==> config.mk <==
export PLATFORM = sky130hd
export DESIGN_NAME = d7s_scan_ctrl
export DESIGN_NICKNAME = d
export VERILOG_FILES = /design/src/rtl/d7s_scan_ctrl.sv
export SDC_FILE = /design/constraint.sdc
export NUM_CORES = 1
export LEC_CHECK = 0
export CAP_MARGIN = 30
export CELL_PAD_IN_SITES_DETAIL_PLACEMENT = 1
export CELL_PAD_IN_SITES_GLOBAL_PLACEMENT = 1
export CORE_UTILIZATION = 42
export DETAILED_ROUTE_END_ITERATION = 7
export PLACE_DENSITY = 0.83
export SLEW_MARGIN = 20
export SYNTH_ARGS = -nofsm -noshare
export SYNTH_HDL_FRONTEND = slang
export SYNTH_SLANG_ARGS = --single-unit
==> constraint.sdc <==
create_clock -name clk -period 2.03 [get_ports clk]
set_input_delay 0.203 -clock clk [delete_from_list [all_inputs] [get_ports clk]]
set_output_delay 0.203 -clock clk [all_outputs]
set_load 0.1 [all_outputs]
==> src/rtl/d7s_scan_ctrl.sv <==
// d7s_scan_ctrl: 3-digit multiplexed 7-segment scan controller
// with a valid/ready load port and a serial binary-to-BCD converter.
module d7s_scan_ctrl #(
  parameter int SCAN_DIV     = 1000,
  parameter int BLANK_CYCLES = 8,
  parameter bit LZB          = 1'b1
) (
  input  logic       clk,
  input  logic       rst,
  input  logic       load_valid,
  input  logic [9:0] load_data,
  output logic       load_ready,
  output logic [2:0] transistor,
  output logic [6:0] d7sp
);

  localparam int CMAX = (SCAN_DIV > BLANK_CYCLES) ? SCAN_DIV : BLANK_CYCLES;
  localparam int CW   = $clog2(CMAX + 1);
  localparam logic [CW-1:0] SHOW_END  = CW'(SCAN_DIV - 1);
  localparam logic [CW-1:0] BLANK_END = CW'(BLANK_CYCLES - 1);

  typedef enum logic { C_IDLE, C_CONV } cst_e;
  typedef enum logic { S_SHOW, S_BLANK } sst_e;

  function automatic logic [3:0] add3(input logic [3:0] n);
    return (n >= 4'd5) ? n + 4'd3 : n;
  endfunction

  function automatic logic [6:0] seg7(input logic [3:0] d);
    logic [6:0] s;
    case (d)
      4'd0:    s = 7'h3F;
      4'd1:    s = 7'h06;
      4'd2:    s = 7'h5B;
      4'd3:    s = 7'h4F;
      4'd4:    s = 7'h66;
      4'd5:    s = 7'h6D;
      4'd6:    s = 7'h7D;
      4'd7:    s = 7'h07;
      4'd8:    s = 7'h7F;
      4'd9:    s = 7'h6F;
      default: s = 7'h00;
    endcase
    return s;
  endfunction

  // {transistor, d7sp} for slot s given the committed BCD value
  function automatic logic [9:0] slot_pat(input logic [1:0] s,
                                          input logic [11:0] b);
    logic       hz;
    logic       tz;
    logic       blank;
    logic [3:0] dig;
    hz    = (b[11:8] == 4'd0);
    tz    = (b[7:4] == 4'd0);
    blank = 1'b0;
    dig   = 4'd0;
    case (s)
      2'd0: dig = b[3:0];
      2'd1: begin
        dig   = b[7:4];
        blank = LZB && hz && tz;
      end
      2'd2: begin
        dig   = b[11:8];
        blank = LZB && hz;
      end
      default: blank = 1'b1;
    endcase
    if (blank) return 10'd0;
    return {3'b001 << s, seg7(dig)};
  endfunction

  // ---------------- converter ----------------
  cst_e        cst_q, cst_d;
  logic [9:0]  bin_q, bin_d;
  logic [11:0] bcd_q, bcd_d;
  logic [3:0]  it_q, it_d;
  logic [11:0] disp_q, disp_d;
  logic [11:0] adj;
  logic [11:0] bcd_nx;
  logic        unused_msb;

  assign load_ready = (cst_q == C_IDLE);
  assign unused_msb = adj[11];

  // converter next state: one shift/add-3 step per CONV cycle
  always_comb begin
    cst_d  = cst_q;
    bin_d  = bin_q;
    bcd_d  = bcd_q;
    it_d   = it_q;
    disp_d = disp_q;
    adj    = {add3(bcd_q[11:8]), add3(bcd_q[7:4]), add3(bcd_q[3:0])};
    bcd_nx = {adj[10:0], bin_q[9]};
    case (cst_q)
      C_IDLE: begin
        if (load_valid) begin
          cst_d = C_CONV;
          bin_d = (load_data > 10'd999) ? 10'd999 : load_data;
          bcd_d = '0;
          it_d  = '0;
        end
      end
      C_CONV: begin
        bcd_d = bcd_nx;
        bin_d = {bin_q[8:0], 1'b0};
        it_d  = it_q + 4'd1;
        if (it_q == 4'd9) begin
          disp_d = bcd_nx;
          cst_d  = C_IDLE;
        end
      end
      default: cst_d = C_IDLE;
    endcase
  end

  // converter state and committed display register
  always_ff @(posedge clk or posedge rst) begin
    if (rst) begin
      cst_q  <= C_IDLE;
      bin_q  <= '0;
      bcd_q  <= '0;
      it_q   <= '0;
      disp_q <= '0;
    end else begin
      cst_q  <= cst_d;
      bin_q  <= bin_d;
      bcd_q  <= bcd_d;
      it_q   <= it_d;
      disp_q <= disp_d;
    end
  end

  // ---------------- scanner ----------------
  sst_e          sst_q, sst_d;
  logic [1:0]    idx_q, idx_d;
  logic [CW-1:0] cnt_q, cnt_d;
  logic          arm_q, arm_d;
  logic [2:0]    tr_q, tr_d;
  logic [6:0]    seg_q, seg_d;
  logic [1:0]    nidx;
  logic [1:0]    lidx;
  logic          load;

  assign transistor = tr_q;
  assign d7sp       = seg_q;

  // scan next state; slot pattern latched only when a SHOW slot opens
  always_comb begin
    sst_d = sst_q;
    idx_d = idx_q;
    cnt_d = cnt_q;
    arm_d = 1'b0;
    tr_d  = tr_q;
    seg_d = seg_q;
    load  = 1'b0;
    lidx  = idx_q;
    nidx  = (idx_q == 2'd2) ? 2'd0 : idx_q + 2'd1;
    if (arm_q) begin
      load  = 1'b1;
      cnt_d = '0;
    end else begin
      case (sst_q)
        S_SHOW: begin
          if (cnt_q == SHOW_END) begin
            cnt_d = '0;
            idx_d = nidx;
            if (BLANK_CYCLES == 0) begin
              load = 1'b1;
              lidx = nidx;
            end else begin
              sst_d = S_BLANK;
              tr_d  = '0;
              seg_d = '0;
            end
          end else begin
            cnt_d = cnt_q + CW'(1);
          end
        end
        S_BLANK: begin
          if (cnt_q == BLANK_END) begin
            cnt_d = '0;
            sst_d = S_SHOW;
            load  = 1'b1;
          end else begin
            cnt_d = cnt_q + CW'(1);
          end
        end
        default: sst_d = S_SHOW;
      endcase
    end
    if (load) {tr_d, seg_d} = slot_pat(lidx, disp_q);
  end

  // scan state and registered pad outputs
  always_ff @(posedge clk or posedge rst) begin
    if (rst) begin
      sst_q <= S_SHOW;
      idx_q <= '0;
      cnt_q <= '0;
      arm_q <= 1'b1;
      tr_q  <= '0;
      seg_q <= '0;
    end else begin
      sst_q <= sst_d;
      idx_q <= idx_d;
      cnt_q <= cnt_d;
      arm_q <= arm_d;
      tr_q  <= tr_d;
      seg_q <= seg_d;
    end
  end

endmodule

==> results by group <==
Layout
  • Register area: 0.00158 mm^2
  • Diodes inserted: 0
  • Area added between synthesis and finish: 16.4%
  • Final std cells w/o fill: 447
  • Nets: 372
  • Multi-input gate area: 0.00156 mm^2
  • Share of layout cells above drive strength 1: 0.172
  • Layout filler cell count: 838

Clock network
  • Clk pin slew, worst setup/hold paths: 70 ps
  • Postcts setup bufs: 0
  • Hold buffer count at cts: 0
  • Worst skew pair latency: 340 ps
  • CTS root buf: clkbuf_8
  • CTS tree: done
  • H-tree depth: 3
  • Num CTS Buffers: 9
  • Maximum clock path buffer count: 2
  • Clk sink count: 63

Timing
  • Worst setup slack after layout: 127 ps
  • Fin Setup TNS: 0 ps
  • Clock skew: 4.65 ps
  • Slew HR: 0.640
  • Setup violations, final: 0
  • Pins Over Slew Limit: 0
  • F_max: 0.526 GHz
  • Final min period: 1900 ps
  • RSZ-0062 raised after global routing: no
  • Final Hold Vio Count: 0
  • Slew @ Worst Pin: 533 ps
  • Final Cycle Share: 0.937

Setup path
  • Crit path top cell by count: inv_1
  • CP Cell Sequence: mux2i_1, o2bb2ai_2, inv_1, ha_1, inv_1, a221oi_1, a31o_1, a22o_1
  • CP startpoint: idx_q[0]
  • Worst Path Required: 2260 ps
  • CP peak stage delay: 480 ps
  • Worst flop-to-flop path startpoint: idx_q[0]
  • Crit Reg-Reg Endpoint: d7sp[4]
  • Critical path's top delay family: compound AO/OA/AOI/OAI gates
  • CP endpoint kind: flop
  • WP data arrival: 2130 ps
  • CP startpoint kind: flop
  • Class of the most critical setup path: reg -> reg
  • Crit-path max FO: 8
  • Worst r2r path cells: 8
  • CP max stage cell: dfrtp_2
  • Reg2Reg Setup Slack: 130 ps
  • WP buf/inv: 2

Power and ir drop
  • Sequential Power Share: 0.375
  • Leak Pwr: 1.66 nW
  • Clock power share: 0.178
  • Peak supply drop: 0.000456 V
  • Pwr Density: 1430 mW/mm^2
  • Sw Ratio: 0.436
  • Net load switching power: 2.35 mW
  • Cell internal pwr: 3.04 mW
  • Comb pwr share: 0.447
  • Overall power: 5.38 mW

Floorplan
  • Die Y: 89.9 um
  • Die footprint: 0.00808 mm^2
  • Num ports: 24
  • Initial Util: 0.440
  • Die Span X: 89.9 um
  • Core area: 0.00737 mm^2
  • # rows: 31

Global routing
  • Initial antenna violation count: 0
  • Largest net degree at the start of global routing: 30
  • Gr usage total: 0.205
  • Global-route wire length before repair: 13100 um
  • Vias in the first global route: 2698
  • Total congestion overflow: 0

Synthesis
  • Largest area contributor in the netlist: dfrtp_1
  • Post-synth ARST share: 1.00
  • Ranking of synthesized cells by area: dfrtp_1, ha_1, nand2_1
  • Main flop type after synthesis: dfrtp_1
  • EDFF count, synth: 0
  • Avg Cell Area, Syn: 10.3 um^2
  • Ys Warns: 0
  • Synth unique cells: 53
  • Yosys top cell area share: 0.478
  • Syn Inst Count: 315
  • Yosys reg bits: 63
  • Post-Syn Area: 0.00324 mm^2
  • Post-synthesis sequential area ratio: 0.486
  • Syn_nets: 342

Routing
  • Metal2 WL: 3740 um
  • Met3 routed WL: 150 um
  • Drt first pass iters: 4
  • Detail-routed via count per cell: 5.45
  • Post-Route M1 WL: 3380 um
  • Post-route ant nets: 0
  • Drt wl/cell: 16.5 um
  • Highest metal used: met4
  • DR vias: 2435
  • DR iter-0 viols: 101
  • Drt total wl: 7370 um
  • DRC: 0

Run status
  • Status: finished, final reports clean

Place
  • Placer Congestion: 0.785
  • Final HPWL DP: 5350 um
  • Number of buffers added on ports: 23
  • DP Cell Count: 433
  • Dpl ws: -3.02 ps

Worst hold path
  • Hold Crit Class: in -> async

Job
  • Max Cap Violations: 0
cells in the final DEF (no fill, tap or decap), types with 3 or more instances in the layout:
cell and n:
ha_1 14, mux2_2 8, clkdlybuf4s50_1 12, nand2b_1 3, and2_1 3, xor2_1 3, a21oi_1 9, nor2_1 22
o21ai_0 27, nor3_1 4, o22ai_1 11, nand3_1 6, dfrtp_1 60, nor3b_1 3, inv_1 12, nand2_1 38
nor2b_1 4, o2bb2ai_1 6, xnor2_1 9, mux2i_1 12, buf_4 18, clkbuf_8 11, a22o_1 4, a21o_1 4
cell usage after synthesis (2+ instances only):
master / count
o31ai_1: 2
nor2_1: 22
ha_1: 14
mux2_2: 8
nand4_1: 2
a21oi_1: 10
clkbuf_1: 8
nor3_1: 4
o22ai_1: 11
nand2_1: 38
mux2i_1: 13
xor2_1: 3
nor2b_1: 5
buf_2: 2
nand3_1: 6
o21ai_0: 27
nand4b_1: 2
xnor2_1: 9
o2bb2ai_1: 7
and4_1: 2
and2_1: 3
a22oi_1: 2
inv_1: 13
and3_1: 2
a22o_1: 4
nor3b_1: 3
a21o_1: 4
nand2b_1: 3
dfrtp_1: 62
cell families after synthesis:
| group | count (synthesis) | share of synthesized area |
|---|---|---|
| XOR/XNOR | 12 | 0.0324 |
| other | 1 | 0.00116 |
| AND/OR/NAND/NOR | 97 | 0.148 |
| AO/OA/AOI/OAI | 80 | 0.172 |
| multiplexers | 21 | 0.0679 |
| buffers and inverters | 27 | 0.0378 |
| flip-flops | 63 | 0.486 |
| adder cells (fa/ha/maj) | 14 | 0.0540 |
through the flow:
step / hold slack (ps) / util / cell area (um^2)
after global routing: 251 / 0.512 / 3780
after global placement: 457 / 0.488 / 3590
after detailed placement: 468 / 0.488 / 3590
final: 205 / 0.512 / 3780
after floorplan: 376 / - / 3240
after CTS: 214 / 0.511 / 3760
final cells by class:
cell class,count,area share
inverters,14,0.0139
multi-input cells,225,0.413
repair buffers,32,0.0782
clock buffers,13,0.0421
flip-flops and latches,63,0.418
well taps,99,0.0328
clock inverters,1,0.00133
per-layer routing:
metal | vias up | global-route usage
met5 | - | 0
met4 | 0 | 0.0780
met3 | 8 | 0.0389
met2 | 26 | 0.351
met1 | 1233 | 0.256
li1 | 1168 | -
worst max path at each step:
stage                   end  cells after the start
floorplan           d7sp[4]                     10
global placement    d7sp[4]                      8
detailed placement  d7sp[4]                      8
CTS                 d7sp[4]                      8
global route        d7sp[4]                      8
finish              d7sp[4]                      8
worst register-to-register path, cell delays in order (launching register included):
cell       delay, ps
dfrtp_2          480
mux2i_1          180
o2bb2ai_2        250
inv_1            120
ha_1             210
inv_1             70
a221oi_1          80
a31o_1           200
a22o_1           190
flip-flops by register name, summed over array words and instances, names as in the netlist:
signal and count:
it_q 4, arm_q 1, bcd_q 12, d7sp 7, sst_q 1, bin_q 10
transistor 3, cst_q 1, idx_q 2, disp_q 12, cnt_q 10
power groups by stage:
| stage | sequential [mW] | clock [mW] | combinational (mW) |
|---|---|---|---|
| floorplan | 2.40 | 0 | 1.38 |
| global placement | 2.01 | 0 | 2.27 |
| detailed placement | 2.03 | 0 | 2.41 |
| CTS | 2.02 | 0.976 | 2.43 |
| global route | 2.08 | 1.03 | 2.66 |
| finish | 2.02 | 0.956 | 2.41 |
repair_timing:
item / 4_1_cts / 5_1_grt
setup endpoints to repair: 2 / 4
gates cloned: 0 / 0
gates resized for setup: 1 / 5
No activity file was read; power rests on OpenSTA's default activity.
==> patch, RTL diff (same flow settings) <==
Take the reset off `it_q` and load it in a clocked block of its own.
--- a/src/rtl/d7s_scan_ctrl.sv
+++ b/src/rtl/d7s_scan_ctrl.sv
@@ -123,3 +123,2 @@
       bcd_q  <= '0;
-      it_q   <= '0;
       disp_q <= '0;
@@ -129,5 +128,8 @@
       bcd_q  <= bcd_d;
-      it_q   <= it_d;
       disp_q <= disp_d;
     end
+  end
+
+  always_ff @(posedge clk) begin
+    it_q <= it_d;
   end
Formal check against the unedited RTL: same outputs for any inputs over 10 cycles, from zero or initial values and one cycle with rst high; that may be too few to reach the edited logic, so the function may still have changed.
==> patch against the unedited design <==
  * Synthesized area grew 2.3%
  * Routed wire length fell by 1.0%
  * Power up 6.4%
  * First-iteration DRC count shrank 27%
  * Utilization increased by 0.29 points
  * Sequential cell count is the same
  * Worst setup slack better by 0.064 ns
  * Critical path type unchanged
  * Cell area rose by 4.9%
==> patch: results (changes against the unedited design) <==
run_status:
  run_status: "finished clean"
yosys:
  synth_top_cells_by_count: "dfrtp_1 (58), nand2_1 (38), o21ai_0 (26)"
  synthTopCellsByArea: "dfrtp_1 (44%), ha_1 (5.3%), nand2_1 (4.3%), o21ai_0 (3.9%), edfxtp_1 (3.6%)"
  postSynthRegisterBits: 63  # unchanged
  synth-edff-count: 4  # +4
  synth-seq-area-share: 0.482  # -0.00479
  synth_async_sr_flop_share: 0.937  # -0.0635
  netlist-cell-type-count: 60  # +13%
  mappedNetlistNets: 339  # -0.88%
  ys_warn_count: 0  # unchanged
clock_tree:
  worst_skew_pair.late_latency_ns: 0.35
  cts.clk_slew.worst_paths_ns: 0.07  # about the same
  numCtsBuffers: 9  # unchanged
  clock-root-buffer: "clkbuf_8"
detailed_routing:
  totalWireLength_um: 7290  # -1.0%
  vias: 2440  # +0.21%
  drt_iter0_markers: 74  # -27%
  firstDrtPassIters: 4  # unchanged
timing:
  final.setup_skew_ns: 0.00965  # +0.00500 ns
  worstMarginPinSlew_ns: 0.629  # +0.0962 ns
power:
  vdd_ir_max_v: 0.000746  # +63%
  leakage_nw: 1.76  # +5.6%
final_layout:
  ratio_of_cells_with_drive_above_1_in_the_final_layout: 0.230  # +0.0575
  nNetsFinal: 383  # +3.0%
  reg_top3: "bcd_q (12), disp_q (12)"
setup_path:
  worst-r2r-setup-slack_ns: 0.19  # +0.06 ns
  worstReg2RegStart: "idx_q[0]"
  critPathArrivalTime_ns: 2.11  # -0.02 ns
  worst_r2r_path_depth: 7  # -1
  crit-reg2reg-capture: "d7sp[2]"
  worstPathMaxFanout: 11  # +3
grt:
  global_route_wire_length_before_repair_um: 12900  # -1.8%
  antenna_found_initial: 0  # unchanged
  grt_pass1_vias: 2656  # -1.6%
  maximum_number_of_pins_on_one_net_before_global_route_repair: 22  # -27%
  grt_usage: 0.200  # -0.00446
placed_design:
  port-buffer-count: 23  # unchanged
  place_hpwl_um: 5420  # +1.2%
  dpl-instance-area_um2: 3760  # +4.7%
  place_congestion: 0.794  # +1.1%
patch: cells by family (layout without fill, tap and decap cells):
kind of cell / count (synthesis) / count (layout) / share of synthesized area
compound gates: 74 / 74 / 0.165
xor+xnor: 13 / 13 / 0.0343
fa+ha+maj: 14 / 14 / 0.0528
buf+inv: 26 / 75 / 0.0385
flops: 63 / 63 / 0.482
mux: 20 / 20 / 0.0645
other cells: 1 / 1 / 0.00113
simple gates: 101 / 101 / 0.163
patch: routing by layer:
metal  part of all wire  global-route usage
met5                  0                   0
met4              0.015              0.0661
met3              0.028              0.0581
met2               0.52               0.355
met1               0.44               0.230
patch: how the worst max path moves through the flow:
stage | startpoint | to | depth (start not counted)
after global routing | idx_q[0] | d7sp[4] | 8
after floorplan | idx_q[0] | d7sp[3] | 8
final | idx_q[0] | d7sp[2] | 7
after CTS | cnt_q[7] | d7sp[2] | 6
after global placement | cnt_q[7] | d7sp[3] | 6
after detailed placement | cnt_q[7] | d7sp[2] | 6
patch: layout make-up:
class                      instances  area (um2)
clock buffer                      12         145
clock inverter                     4        45.0
fill                             863        3730
inverter                          14        52.6
multi-input combinational        223        1600
sequential                        63        1600
tap                              102         128
timing repair buffer              45         393
patch: worst max-delay path: stages, from the launching register on:
cell	delay (ns)
dfrtp_2	0.48
buf_4	0.18
mux2i_1	0.22
o2bb2ai_1	0.10
buf_4	0.17
nand2b_2	0.19
a21bo_4	0.26
o2bb2ai_2	0.15
patch: per-stage QoR:
step,hold WS [ns],std cells,power (mW),setup slack [ns]
floorplan,0.389,312,3.95,0.289
global placement,0.455,447,4.53,0.134
detailed placement,0.467,447,4.68,0.0351
CTS,0.200,463,5.80,0.0214
global route,0.215,463,6.16,0.0553
finish,0.193,463,5.72,0.191
patch: power by group:
group	leakage (nW)	internal [mW]	total, mW	switching [mW]
Clock	0.100	0.595	1.07	0.477
Combinational	0.858	0.956	2.53	1.58
Sequential	0.797	1.72	2.12	0.399
patch: what timing repair did:
action                                  in CTS  in global routing
gates resized for setup                      0                  3
endpoints found under the setup margin       0                  7
buffers inserted                             0                  0
hold buffers                                 0                  0
